### src/rtl/xylo_seg_encoder.sv
// xylo_seg_encoder: recovers the {tom, notas} note code from a 7-segment
// pattern bus. Synchronizes and debounces the bus, detects each new stable
// pattern, decodes it against the xylophone segment map and hands the note
// to the consumer through a one-entry valid/ready buffer.
module xylo_seg_encoder #(
  parameter int unsigned STABLE_CYCLES = 4
) (
  input  logic       clk,
  input  logic       rst_n,
  input  logic [6:0] seg_in,
  output logic       note_valid,
  input  logic       note_ready,
  output logic       note_tom,
  output logic [2:0] note_notas,
  output logic       err_invalid,
  output logic       overflow
);

  localparam int unsigned SEG_W = 7;
  localparam int unsigned CNT_W = 8;
  localparam int unsigned IDX_W = 4;
  localparam logic [CNT_W-1:0] CNT_MAX = CNT_W'(STABLE_CYCLES);
  localparam logic [SEG_W-1:0] SEG_BLANK = SEG_W'(0);

  logic [SEG_W-1:0] sync1;
  logic [SEG_W-1:0] seg_s;
  logic [SEG_W-1:0] cand;
  logic [SEG_W-1:0] last;
  logic [CNT_W-1:0] cnt;

  logic             accept_c;
  logic             act_c;
  logic             hit_c;
  logic [IDX_W-1:0] idx_c;
  logic             load_ok_c;

  // Two-flop synchronizer for the asynchronous segment bus
  always_ff @(posedge clk or negedge rst_n) begin
    if (!rst_n) begin
      sync1 <= SEG_BLANK;
      seg_s <= SEG_BLANK;
    end else begin
      sync1 <= seg_in;
      seg_s <= sync1;
    end
  end

  // Accept fires on the edge where the hold count reaches STABLE_CYCLES
  always_comb begin
    accept_c = 1'b0;
    if (seg_s != cand) begin
      accept_c = (CNT_MAX == CNT_W'(1));
    end else if (cnt < CNT_MAX) begin
      accept_c = ((cnt + CNT_W'(1)) == CNT_MAX);
    end
    act_c     = accept_c && (seg_s != last);
    load_ok_c = !note_valid || note_ready;
  end

  // Segment map lookup; 0x72 is shared by indices 9 and 11 and always yields 9
  always_comb begin
    hit_c = 1'b1;
    idx_c = IDX_W'(0);
    case (seg_s)
      7'h7F: idx_c = IDX_W'(0);
      7'h2A: idx_c = IDX_W'(1);
      7'h09: idx_c = IDX_W'(2);
      7'h0B: idx_c = IDX_W'(3);
      7'h36: idx_c = IDX_W'(4);
      7'h29: idx_c = IDX_W'(5);
      7'h0C: idx_c = IDX_W'(6);
      7'h1C: idx_c = IDX_W'(7);
      7'h77: idx_c = IDX_W'(8);
      7'h72: idx_c = IDX_W'(9);
      7'h42: idx_c = IDX_W'(10);
      7'h74: idx_c = IDX_W'(12);
      7'h51: idx_c = IDX_W'(13);
      7'h4E: idx_c = IDX_W'(14);
      7'h54: idx_c = IDX_W'(15);
      default: hit_c = 1'b0;
    endcase
  end

  // Stability filter; reset count is saturated so the reset blank raises no event
  always_ff @(posedge clk or negedge rst_n) begin
    if (!rst_n) begin
      cand <= SEG_BLANK;
      cnt  <= CNT_MAX;
    end else if (seg_s != cand) begin
      cand <= seg_s;
      cnt  <= CNT_W'(1);
    end else if (cnt < CNT_MAX) begin
      cnt <= cnt + CNT_W'(1);
    end
  end

  // Edge detection: remember the last acted pattern, blanks included
  always_ff @(posedge clk or negedge rst_n) begin
    if (!rst_n) begin
      last <= SEG_BLANK;
    end else if (act_c) begin
      last <= seg_s;
    end
  end

  // One-entry output buffer with invalid/overflow pulses
  always_ff @(posedge clk or negedge rst_n) begin
    if (!rst_n) begin
      note_valid  <= 1'b0;
      note_tom    <= 1'b0;
      note_notas  <= 3'd0;
      err_invalid <= 1'b0;
      overflow    <= 1'b0;
    end else begin
      err_invalid <= 1'b0;
      overflow    <= 1'b0;
      if (note_valid && note_ready) begin
        note_valid <= 1'b0;
      end
      if (act_c && (seg_s != SEG_BLANK)) begin
        if (!hit_c) begin
          err_invalid <= 1'b1;
        end else if (load_ok_c) begin
          note_valid <= 1'b1;
          note_tom   <= idx_c[3];
          note_notas <= idx_c[2:0];
        end else begin
          overflow <= 1'b1;
        end
      end
    end
  end

endmodule

### config.mk
export PLATFORM = sky130hd
export DESIGN_NAME = xylo_seg_encoder
export DESIGN_NICKNAME = d
export VERILOG_FILES = /design/src/rtl/xylo_seg_encoder.sv
export SDC_FILE = /design/constraint.sdc
export NUM_CORES = 1
export LEC_CHECK = 0
export ABC_AREA = 1
export CAP_MARGIN = 20
export CORE_UTILIZATION = 61
export DETAILED_ROUTE_END_ITERATION = 12
export PLACE_DENSITY_LB_ADDON = 0.25
export SLEW_MARGIN = 30
export SYNTH_ARGS = -nofsm -noshare
export SYNTH_HDL_FRONTEND = slang
export SYNTH_SLANG_ARGS = --single-unit
### constraint.sdc
create_clock -name clk -period 2.9 [get_ports clk]
set_input_delay 0.435 -clock clk [delete_from_list [all_inputs] [get_ports clk]]
set_output_delay 0.435 -clock clk [all_outputs]
set_load 0.02 [all_outputs]
; ---- After elaboration in Yosys (flattened, before gate mapping)
; Index checks and enable logic that the tools add are counted.
[totals]
register_bits = 43
output_inout_bits = 7
wordCells = 54
in_bits = 10
[op_classes]
n_addsub = 1
n_mux = 15
n_lt_le_gt_ge = 1
n_eq_ne = 18
n_reduce_logical = 9
[op_table]
columns = cell, n
row1 = 7-bit == test (second input constant), 8
row2 = 4-bit one-hot mux with 14 select lines, 1
row3 = 7-bit by 4-bit == test with 1-bit output (second input constant), 3
row4 = 7-bit by 6-bit == test with 1-bit output (second input constant), 3
row5 = 8-bit two-way mux, 2
row6 = 15-bit OR reduction, 1
row7 = 7-bit != test, 2
row8 = 1-bit two-way mux, 12
row9 = 8-bit by 1-bit adder with 8-bit output (second input constant), 1
row10 = 8-bit by 3-bit == test with 1-bit output (second input constant), 1
row11 = 8-bit by 3-bit less-than comparator with 1-bit output (second input constant), 1
row12 = 7-bit by 5-bit == test with 1-bit output (second input constant), 1
row13 = 7-bit nonzero test, 1
row14 = 1-bit logical AND, 3
row15 = 3-bit AND reduction, 1
row16 = 2-bit nonzero test, 1
row17 = 1-bit zero test, 1
row18 = 1-bit logical OR, 1

; ---- Logic depth before layout (Yosys ltp)
; Gate-level depths: netlist (run 1).
[depth]
depth_word = 7
mapped_depth = 13
depth_no_buf = 12

; ---- Least setup slack after synthesis (run 1)
; No wires, ideal clock.
[synth_path]
kind = register to register
from = register seg_s[4]
to = register note_notas[0]
required_ps = 2783
t_arrival_ps = 1335
setup_time_ps = 117
period_less_slack_ps = 1452
path_stages_with_launch = 10
slack_ps = 1448
n_path_buf = 1
cell_sequence = dfrtp_1 > buf_4 > xnor2_1 > nand3_1 > nor2_4 > nand3_4 > nor2_8 > nand2_4 > nand2_1 > nand2_1
[synth_between]
elab_chain_len = 5
word_cells_on_any_way = 25
cone_classes = eq/ne (17) / mux (3) / reduce/logical (5)
[synth_lines]
columns = element, line
row1 = "start, declared", 26  ; logic [SEG_W-1:0] seg_s;
row2 = "start signal, assigned", 44  ; seg_s <= sync1;
row3 = branches (longest 5 deep; another with 15-bit OR reduction), n/a
row4 = "end signal, assigned", 126  ; note_notas <= idx_c[2:0];
row5 = "end, declared", 14  ; output logic [2:0] note_notas,
; Several ways; the timed one is not identified.
; A chain may end at the register's enable or synchronous reset.

; ---- Final worst setup path (run 1)
[layout_path]
from = register seg_s[1]
to = register note_notas[1]
; Same word-level chain as after synthesis.

==> results of run 1 <==
[layout make-up]
class / count / share of cell area
Timing Repair Buffer: 16 / 0.0684
Tap cell: 46 / 0.0250
Sequential cell: 43 / 0.467
Clock buffer: 6 / 0.0179
Multi-Input combinational cell: 172 / 0.356
Inverter: 28 / 0.0488
Clock inverter: 2 / 0.0163
[registers in the layout, summed over array words and instances, names as in the netlist]
register	count
cand	7
cnt	8
err_invalid	1
last	7
note_notas	3
note_tom	1
note_valid	1
overflow	1
seg_s	7
sync1	7
[power groups by stage]
stage	logic (uW)	registers, uW	clock network [uW]
floorplan	67.1	633	0
global placement	76.1	646	0
detailed placement	76.5	646	0
CTS	76.8	635	380
global route	87.6	637	404
finish	76.1	635	370
[path summary, 6_finish.rpt]
kind | slack (ps) | start | cells past startpoint | endpoint
worst min-delay path | 40 | rst_n | 1 | last[1]
worst max register to register | 1090 | seg_s[1] | 11 | note_notas[1]
min in group clk | 360 | sync1[6] | 0 | seg_s[6]
worst max-delay path | 1090 | seg_s[1] | 11 | note_notas[1]
max in group asynchronous | 2490 | rst_n | 1 | cnt[2]
worst min register to register | 360 | sync1[6] | 0 | seg_s[6]
[layout by cell type (no fill, tap or decap), drive strengths merged]
master / n
dfrtp: 42
a21oi: 2
o21a: 1
xnor2: 9
buf: 1
inv: 28
clkdlybuf4s50: 15
bufinv: 1
ha: 1
clkinvlp: 1
nor2: 47
nand4: 4
xor2: 1
nand3: 16
or2: 1
clkbuf: 6
nand2: 81
nor3b: 1
o21ai: 8
dfstp: 1
[per-stage QoR]
stage          hold slack, ps  setup WS (ps)  utilization
2_1_floorplan             139           1450            -
3_3_place_gp              332           1120        0.667
3_5_place_dp              337           1100        0.667
4_1_cts                   229           1070        0.690
5_1_grt                  77.8            845        0.691
6_report                 36.7           1090        0.691
[cell families (layout without fill, tap and decap cells)]
logic type	count (synthesis)	count (layout)	synth area share
DFF	43	43	0.508
buffers and inverters	43	52	0.104
xor gates and xnor gates	10	10	0.0413
AOI/OAI and AO/OA	11	11	0.0289
and+or+nand+nor	150	150	0.312
adders and majority gates	1	1	0.00590
[worst reg2reg max path, delay by kind of cell, from the launching register on]
family                 cells  cell delay (ps)
buffers and inverters      1              110
flip-flops                 1              560
AND/OR/NAND/NOR           10             1040
[per-layer routing]
metal | vias to the layer above | share of wire | GRT usage
li1 | 795 | - | -
met5 | - | 0 | 0
met3 | 9 | 0.050 | 0.0533
met4 | 0 | 0.019 | 0.0974
met1 | 695 | 0.49 | 0.325
met2 | 46 | 0.44 | 0.363
==> flow_summary.yaml, run 1 <==
global_routing:
  grt_first_pass_wirelength_um: 6160
  grt_pass1_vias: 1404
  grt_antenna_before_repair: 0
  grt_max_degree: 44
  grt_usage: 0.236
  grt_overflow: 0
detailed_routing:
  drc: 0
  ant_nets: 0
  wl_um: 3680
  post_drt_wl_per_cell_um: 11.8
  first_pass_iters: 4
  num_vias: 1545
  vias_per_cell: 4.94
  first_iter_violations: 88
timing:
  finalHoldViolCount: 0
  slew_headroom: 0.662
  drv_slew: 0
  finalSetupViolations: 0
  finalClockSkew_ps: 11.5
  rsz0062_at_grt: "no"
  layout_worst_path_cycle_share: 0.626
  worst_pin_slew_ps: 507
  fmaxAchievable_ghz: 0.551
  tns_ps: 0
  period_needed_ps: 1810
power_and_ir_drop:
  peakVddDrop_mv: 0.358
  power.net_switching_uw: 253
  pwr-share-comb: 0.070
  leakage_uw: 0.00113
  seq_power_share: 0.588
  swShare: 0.234
  p_int_uw: 828
  finalPower_uw: 1080
  power_density_nw_per_um2: 469
  p_clk_frac: 0.342
worst_setup_path:
  crit_family: "simple AND/OR/NAND/NOR gates"
  path_common_cell: "nand2_1"
  cp_slowest_cell: "dfrtp_1"
  critPathArrivalTime_ps: 2070
  required_ps: 3160
  end_kind: "flop"
  path_cells: "inv_2, nand2_1, nand2_1, nor2_1, nand2_1, nor2_4, nand3_4, nor2_8, nand2_4, nand2_1, nand2_1"
  path_buf_inv: 1
  cp-start-kind: "flop"
  critPathKind: "reg2reg"
  critPathMaxStageDelay_ps: 560
  critPathMaxFanout: 15
layout:
  area_delta_synth_final_pct: 8.73
  drive_gt1_frac: 0.101
  fin_nets: 277
  multiInputGateArea_um2: 822
  n_antenna_cell: 0
  finalNonFillerCells: 313
  final_design_area_no_fill_um2: 2310
  seq_area_um2: 1080
  fill_cells: 262
clock_tree:
  cts_tree: "yes"
  cts_made_buffers: 5
  clkSinkCount: 43
  post_cts_resized: 0
  ctsHoldBuffers: 0
  post_cts_buffers: 0
  cts_buffer_depth: 2
  clk_latency_ps: 350
  root_buffer: "clkbuf_4"
  path_clk_slew_ps: 120
  htree_levels: 2
die:
  rows: 21
  ios: 17
  die_w_um: 61.0
  core_area_um2: 3340
  die_height_um: 61.0
  initial_core_util: 0.636
  dieArea_um2: 3720
yosys:
  postSynthAreaPerCell_um2: 8.22
  synth_edf_count: 0
  yosysTopAreaCell: "dfrtp_1"
  synth.top_cell.area_share: 0.496
  synth_common_cells: "nand2_1, dfrtp_1, nor2_1, inv_1, nand3_1"
  syn-cell-area_um2: 2120
  synthCells: 258
  yosysWarnings: 0
  synth_most_common_cell: "nand2_1"
  ys_types: 28
  synth.net_count: 269
  synth_flop_cell: "dfrtp_1"
  synth_seq_area_share: 0.508
  synth_area_leaders: "dfrtp_1, nand2_1, nor2_1"
  ys_seq_elements: 43
  synth-async-reset-ratio: 1.00
placement:
  io_buffer_count: 16
  place.gp.congestion: 0.991
  dpl_cell_area_um2: 2220
  dp_hpwl_um: 2770
  place_inst: 305
run_status:
  outcome: "complete, no violations"
flow_run:
  drv_cap: 0
hold_path:
  min_path_type: "in2async"
(Power assumes the default switching activity.)
==> run 2: changes to the inputs <==
CORE_UTILIZATION = 52   (was 61)
clock period = 1.6 ns   (was 2.9 ns; I/O delays follow)
==> run 2 against run 1 <==
Compared with the run above:
- the run now ends with negative setup slack left
- sequential share of layout area shrank 8.4 points
- core utilization grew 5.5 points
- design area rose by 23%
- via count grew 14%
- non-clock buffer count grew 35
- flip-flop and latch count is the same
- routed wire length increased by 28%
- largest cell class unchanged
- highest routed layer unchanged
==> flow_summary.yaml, run 2 (synthesis gave the netlist of run 1 again) <==
die:
  die_w_um: 65.9
  core_area_um2: 3800
  initial_core_util: 0.558
  dieArea_um2: 4340
  ios: 17
  rows: 22
  die_height_um: 65.9
detailed_routing:
  drc: 0
  vias_per_cell: 5.04
  num_vias: 1763
  post_drt_wl_per_cell_um: 13.5
  wl_um: 4710
  ant_nets: 0
  first_pass_iters: 4
  first_iter_violations: 118
timing:
  layout_worst_path_cycle_share: 1.06
  finalHoldViolCount: 0
  finalSetupViolations: 20
  worst_pin_slew_ps: 428
  rsz0062_at_grt: "yes"
  finalClockSkew_ps: 16.1
  slew_headroom: 0.715
  fin_ws_ps: -102
  fmaxAchievable_ghz: 0.587
  drv_slew: 0
  period_needed_ps: 1700
global_routing:
  grt_first_pass_wirelength_um: 7470
  grt_pass1_vias: 1658
  grt_overflow: 0
  grt_antenna_before_repair: 0
  grt_usage: 0.237
  grt_max_degree: 28
flow_run:
  drv_cap: 0
worst_setup_path:
  critPathMaxStageDelay_ps: 460
  cp_slowest_cell: "dfrtp_2"
  critPathArrivalTime_ps: 1890
  path_cells: "buf_4, nand2_1, nor2_1, nand2_1, nand2_1, nor2_1, nand2_1, nor2_4, nor2_4, nand2_4, nand2_2, nand2_2"
  required_ps: 1790
  critPathKind: "reg2reg"
  path_common_cell: "nand2_1"
  cp-start-kind: "flop"
  critPathMaxFanout: 5
  end_kind: "flop"
clock_tree:
  htree_levels: 2
  cts_tree: "yes"
  path_clk_slew_ps: 90
  root_buffer: "clkbuf_8"
  clkSinkCount: 43
  cts_buffer_depth: 2
  cts_made_buffers: 5
  clk_latency_ps: 300
placement:
  pre_cts_slack_ps: -137
  dpl_cell_area_um2: 2410
  place.gp.congestion: 0.896
  io_buffer_count: 16
  dp_hpwl_um: 3140
layout:
  top_register: "cnt"
  area_delta_synth_final_pct: 33.6
  final_cell_mix: "nand2_1, dfrtp_1, nor2_1, buf_4, inv_1"
  drive_gt1_frac: 0.338
  layout_commonest_cell: "nand2_1"
  n_antenna_cell: 0
  fin_nets: 312
  largest_register_ff_count: 8
  final_design_area_no_fill_um2: 2830
run_status:
  outcome: "complete, but fails checks"
  failed_checks: "negative setup slack"
power_and_ir_drop:
  leakage_uw: 0.00135
  peakVddDrop_mv: 0.727
  power_density_nw_per_um2: 844
hold_path:
  min_path_type: "reg2reg"
[run 2: cell count changes in the layout (fill, tap and decap cells not counted), moves of 3 or more]
| cell | before | now |
|---|---|---|
| nor2_1 | 42 | 29 |
| buf_6 | 0 | 3 |
| nor2_2 | 2 | 9 |
| dfrtp_1 | 42 | 35 |
| nand2_2 | 2 | 16 |
| clkbuf_4 | 5 | 0 |
| buf_4 | 1 | 27 |
| clkbuf_8 | 0 | 5 |
| dfrtp_2 | 0 | 7 |
| buf_12 | 0 | 4 |
| nor2_4 | 2 | 8 |
| nand2_1 | 78 | 63 |
[run 2: per-stage QoR]
| step | std cells | TNS, ps | hold slack, ps | util | power (uW) |
|---|---|---|---|---|---|
| final | 350 | -961 | 345 | 0.746 | 2390 |
| after global routing | 350 | -2930 | 358 | 0.746 | 2480 |
| after CTS | 340 | -200 | 352 | 0.683 | 2350 |
| after detailed placement | 328 | -1250 | 206 | 0.634 | 1340 |
| after global placement | 328 | -899 | 193 | 0.634 | 1340 |
| after floorplan | 258 | 0 | -55.6 | - | 1270 |
[run 2: timing repair]
action / 4_1_cts / 5_1_grt
buffers inserted: 3 / 10
gates cloned: 0 / 0
resized for setup: 9 / 43
hold buffers: 1 / 0
endpoints found under the setup margin: 18 / 21
pin swaps: 4 / 17
hold endpoints to repair: 15 / 0
[run 2: path summary, 6_finish.rpt]
kind	endpoint	cells after the start	slack [ps]	start
max	note_notas[2]	12	-100	seg_s[0]
min	seg_s[0]	0	340	sync1[0]
max reg2reg	note_notas[2]	12	-100	seg_s[0]
min reg2reg	seg_s[0]	0	340	sync1[0]
max in group asynchronous	seg_s[1]	3	700	rst_n
min in group asynchronous	last[3]	2	400	rst_n
[run 2: report_power, final]
group | switching (uW) | internal, uW | leakage, uW | total (uW)
Clock | 383 | 622 | 0.0000644 | 1010
Combinational | 120 | 112 | 0.000753 | 233
Sequential | 35.0 | 1120 | 0.000536 | 1150
Total | 539 | 1850 | 0.00135 | 2390
[run 2: layout make-up]
cell class,instances,area [um^2]
well taps,48,60.1
clock inverters,3,67.6
flip-flops and latches,43,1090
fillers,264,966
clock buffers,5,68.8
repair buffers,51,482
multi-input cells,172,950
inverters,28,119
[run 2: layer usage]
layer	wire, um	global-route usage	share of wire	vias up
li1	-	-	-	865
met2	2220	0.365	0.47	56
met5	0	0	0	-
met3	227	0.0603	0.048	19
met4	163	0.109	0.035	0
met1	2110	0.311	0.45	823
[run 2: worst max-delay path: cells and delay by family (launching register included)]
kind,cells,cell delay (ps)
AND/OR/NAND/NOR,11,960
buffers and inverters,1,160
flip-flops,1,460
==> run 3: changes to the inputs <==
GPL_TIMING_DRIVEN = 0   (was default)
SLEW_MARGIN = 5   (was 30)
==> run 3 against run 2 <==
Compared with the run above:
- sequential power about the same
- setup slack better by 28 ps
- die area unchanged
- the flow still finishes with violations (negative setup slack)
- fmax up 1.7%
- critical path depth down 3
- via count down 2.4%
- largest power group unchanged
- design area down 2.8%
- worst hold slack better by 6.8 ps
- clock skew down 8.0 ps
- highest routed layer unchanged
- critical path type unchanged
- non-clock buffer count down 4
==> flow_summary.yaml, run 3 (synthesis gave the netlist of run 1 again) <==
worst_setup_path:
  cp-start-kind: "flop"
  required_ps: 1790
  end_kind: "flop"
  critPathArrivalTime_ps: 1860
  critPathMaxFanout: 7
  critPathKind: "reg2reg"
clock_tree:
  htree_levels: 2
  cts_buffer_depth: 2
  clkSinkCount: 43
  path_clk_slew_ps: 80
  cts_made_buffers: 5
  cts_tree: "yes"
  clk_latency_ps: 290
  root_buffer: "clkbuf_8"
layout:
  final_cell_mix: "nand2_1, dfrtp_1, nor2_1, inv_1, nand2_2"
  top_register: "cnt"
  largest_register_ff_count: 8
  final_design_area_no_fill_um2: 2750
  area_delta_synth_final_pct: 29.8
  n_antenna_cell: 0
  finalNonFillerCells: 346
  drive_gt1_frac: 0.305
  fin_nets: 308
  layout_commonest_cell: "nand2_1"
run_status:
  failed_checks: "negative setup slack"
  outcome: "complete, but fails checks"
die:
  core_area_um2: 3800
  dieArea_um2: 4340
  ios: 17
  rows: 22
  die_height_um: 65.9
  die_w_um: 65.9
  initial_core_util: 0.558
timing:
  finalClockSkew_ps: 8.09
  worst_pin_slew_ps: 443
  finalSetupViolations: 10
  fin_ws_ps: -74.4
  period_needed_ps: 1670
  rsz0062_at_grt: "yes"
  slew_headroom: 0.705
  finalHoldViolCount: 0
  layout_worst_path_cycle_share: 1.05
  tns_ps: -364
  drv_slew: 0
  fmaxAchievable_ghz: 0.597
power_and_ir_drop:
  peakVddDrop_mv: 0.742
  leakage_uw: 0.00130
  power_density_nw_per_um2: 745
global_routing:
  grt_overflow: 0
  grt_max_degree: 27
  grt_antenna_before_repair: 0
  grt_first_pass_wirelength_um: 6820
  grt_usage: 0.210
  grt_pass1_vias: 1606
placement:
  place.gp.congestion: 0.929
  io_buffer_count: 16
  pre_cts_slack_ps: -115
  dpl_cell_area_um2: 2360
  dp_hpwl_um: 2830
  place_inst: 323
detailed_routing:
  ant_nets: 0
  vias_per_cell: 4.97
  drc: 0
  wl_um: 4340
  post_drt_wl_per_cell_um: 12.5
  first_pass_iters: 4
  first_iter_violations: 73
  num_vias: 1721
hold_path:
  min_path_type: "reg2reg"
flow_run:
  drv_cap: 0
## run 3: cell count changes in the layout (fill, tap and decap cells not counted), sizes merged
cell	before	now
buf	35	23
bufinv	2	0
clkbuf	5	13
clkinv	0	1
inv	27	28
## run 3: layer usage
layer | vias to the layer above | part of all wire | global-route usage
met5 | - | 0 | 0
met4 | 0 | 0.019 | 0.103
met3 | 11 | 0.040 | 0.0448
met2 | 46 | 0.51 | 0.343
met1 | 805 | 0.43 | 0.260
li1 | 859 | - | -
## run 3: timing repair
action                     4_1_cts  5_1_grt
hold endpoints to repair        16        0
setup buffers                    8        4
pin swaps                       12       17
cloned                           0        2
gates resized for setup         12       42
hold buffers                     1        0
setup endpoints to repair       13       14
## run 3: worst paths after layout
kind                            startpoint            end  slack [ps]  depth (start not counted)
worst min register to register    sync1[5]       seg_s[5]         350                          0
min in group asynchronous            rst_n        last[6]         420                          2
max in group asynchronous            rst_n    err_invalid         700                          3
worst min-delay path              sync1[5]       seg_s[5]         350                          0
worst max-delay path              seg_s[6]  note_notas[1]         -70                          9
worst max register to register    seg_s[6]  note_notas[1]         -70                          9
## run 3: worst max-delay path, cell delays in order, from the launching register on
cell and delay, ps:
dfrtp_1 380, buf_6 140, xnor2_1 200, nand3_2 130
nor2_4 170, nand3_4 180, nor2_8 170, nand2_4 80
nand2_1 70, nand2_1 50
## run 3: stage by stage
step	utilization	power (uW)	hold WS, ps
after floorplan	-	1270	-55.6
after global placement	0.616	1330	331
after detailed placement	0.620	1340	211
after CTS	0.671	2040	356
after global routing	0.725	2150	361
final	0.725	2050	351
## run 3: report_power, final
group / switching [uW] / internal, uW
clock network: 367 / 304
registers: 14.2 / 1110
logic: 145 / 107
## run 3: area by class of cell
cell class / instances / area [um^2]
sequential: 43 / 1080
inverter: 28 / 123
timing repair buffer: 32 / 305
fill: 282 / 1050
clock inverter: 3 / 20.0
tap: 48 / 60.1
multi-input combinational: 172 / 982
clock buffer: 5 / 68.8
buffer: 15 / 116
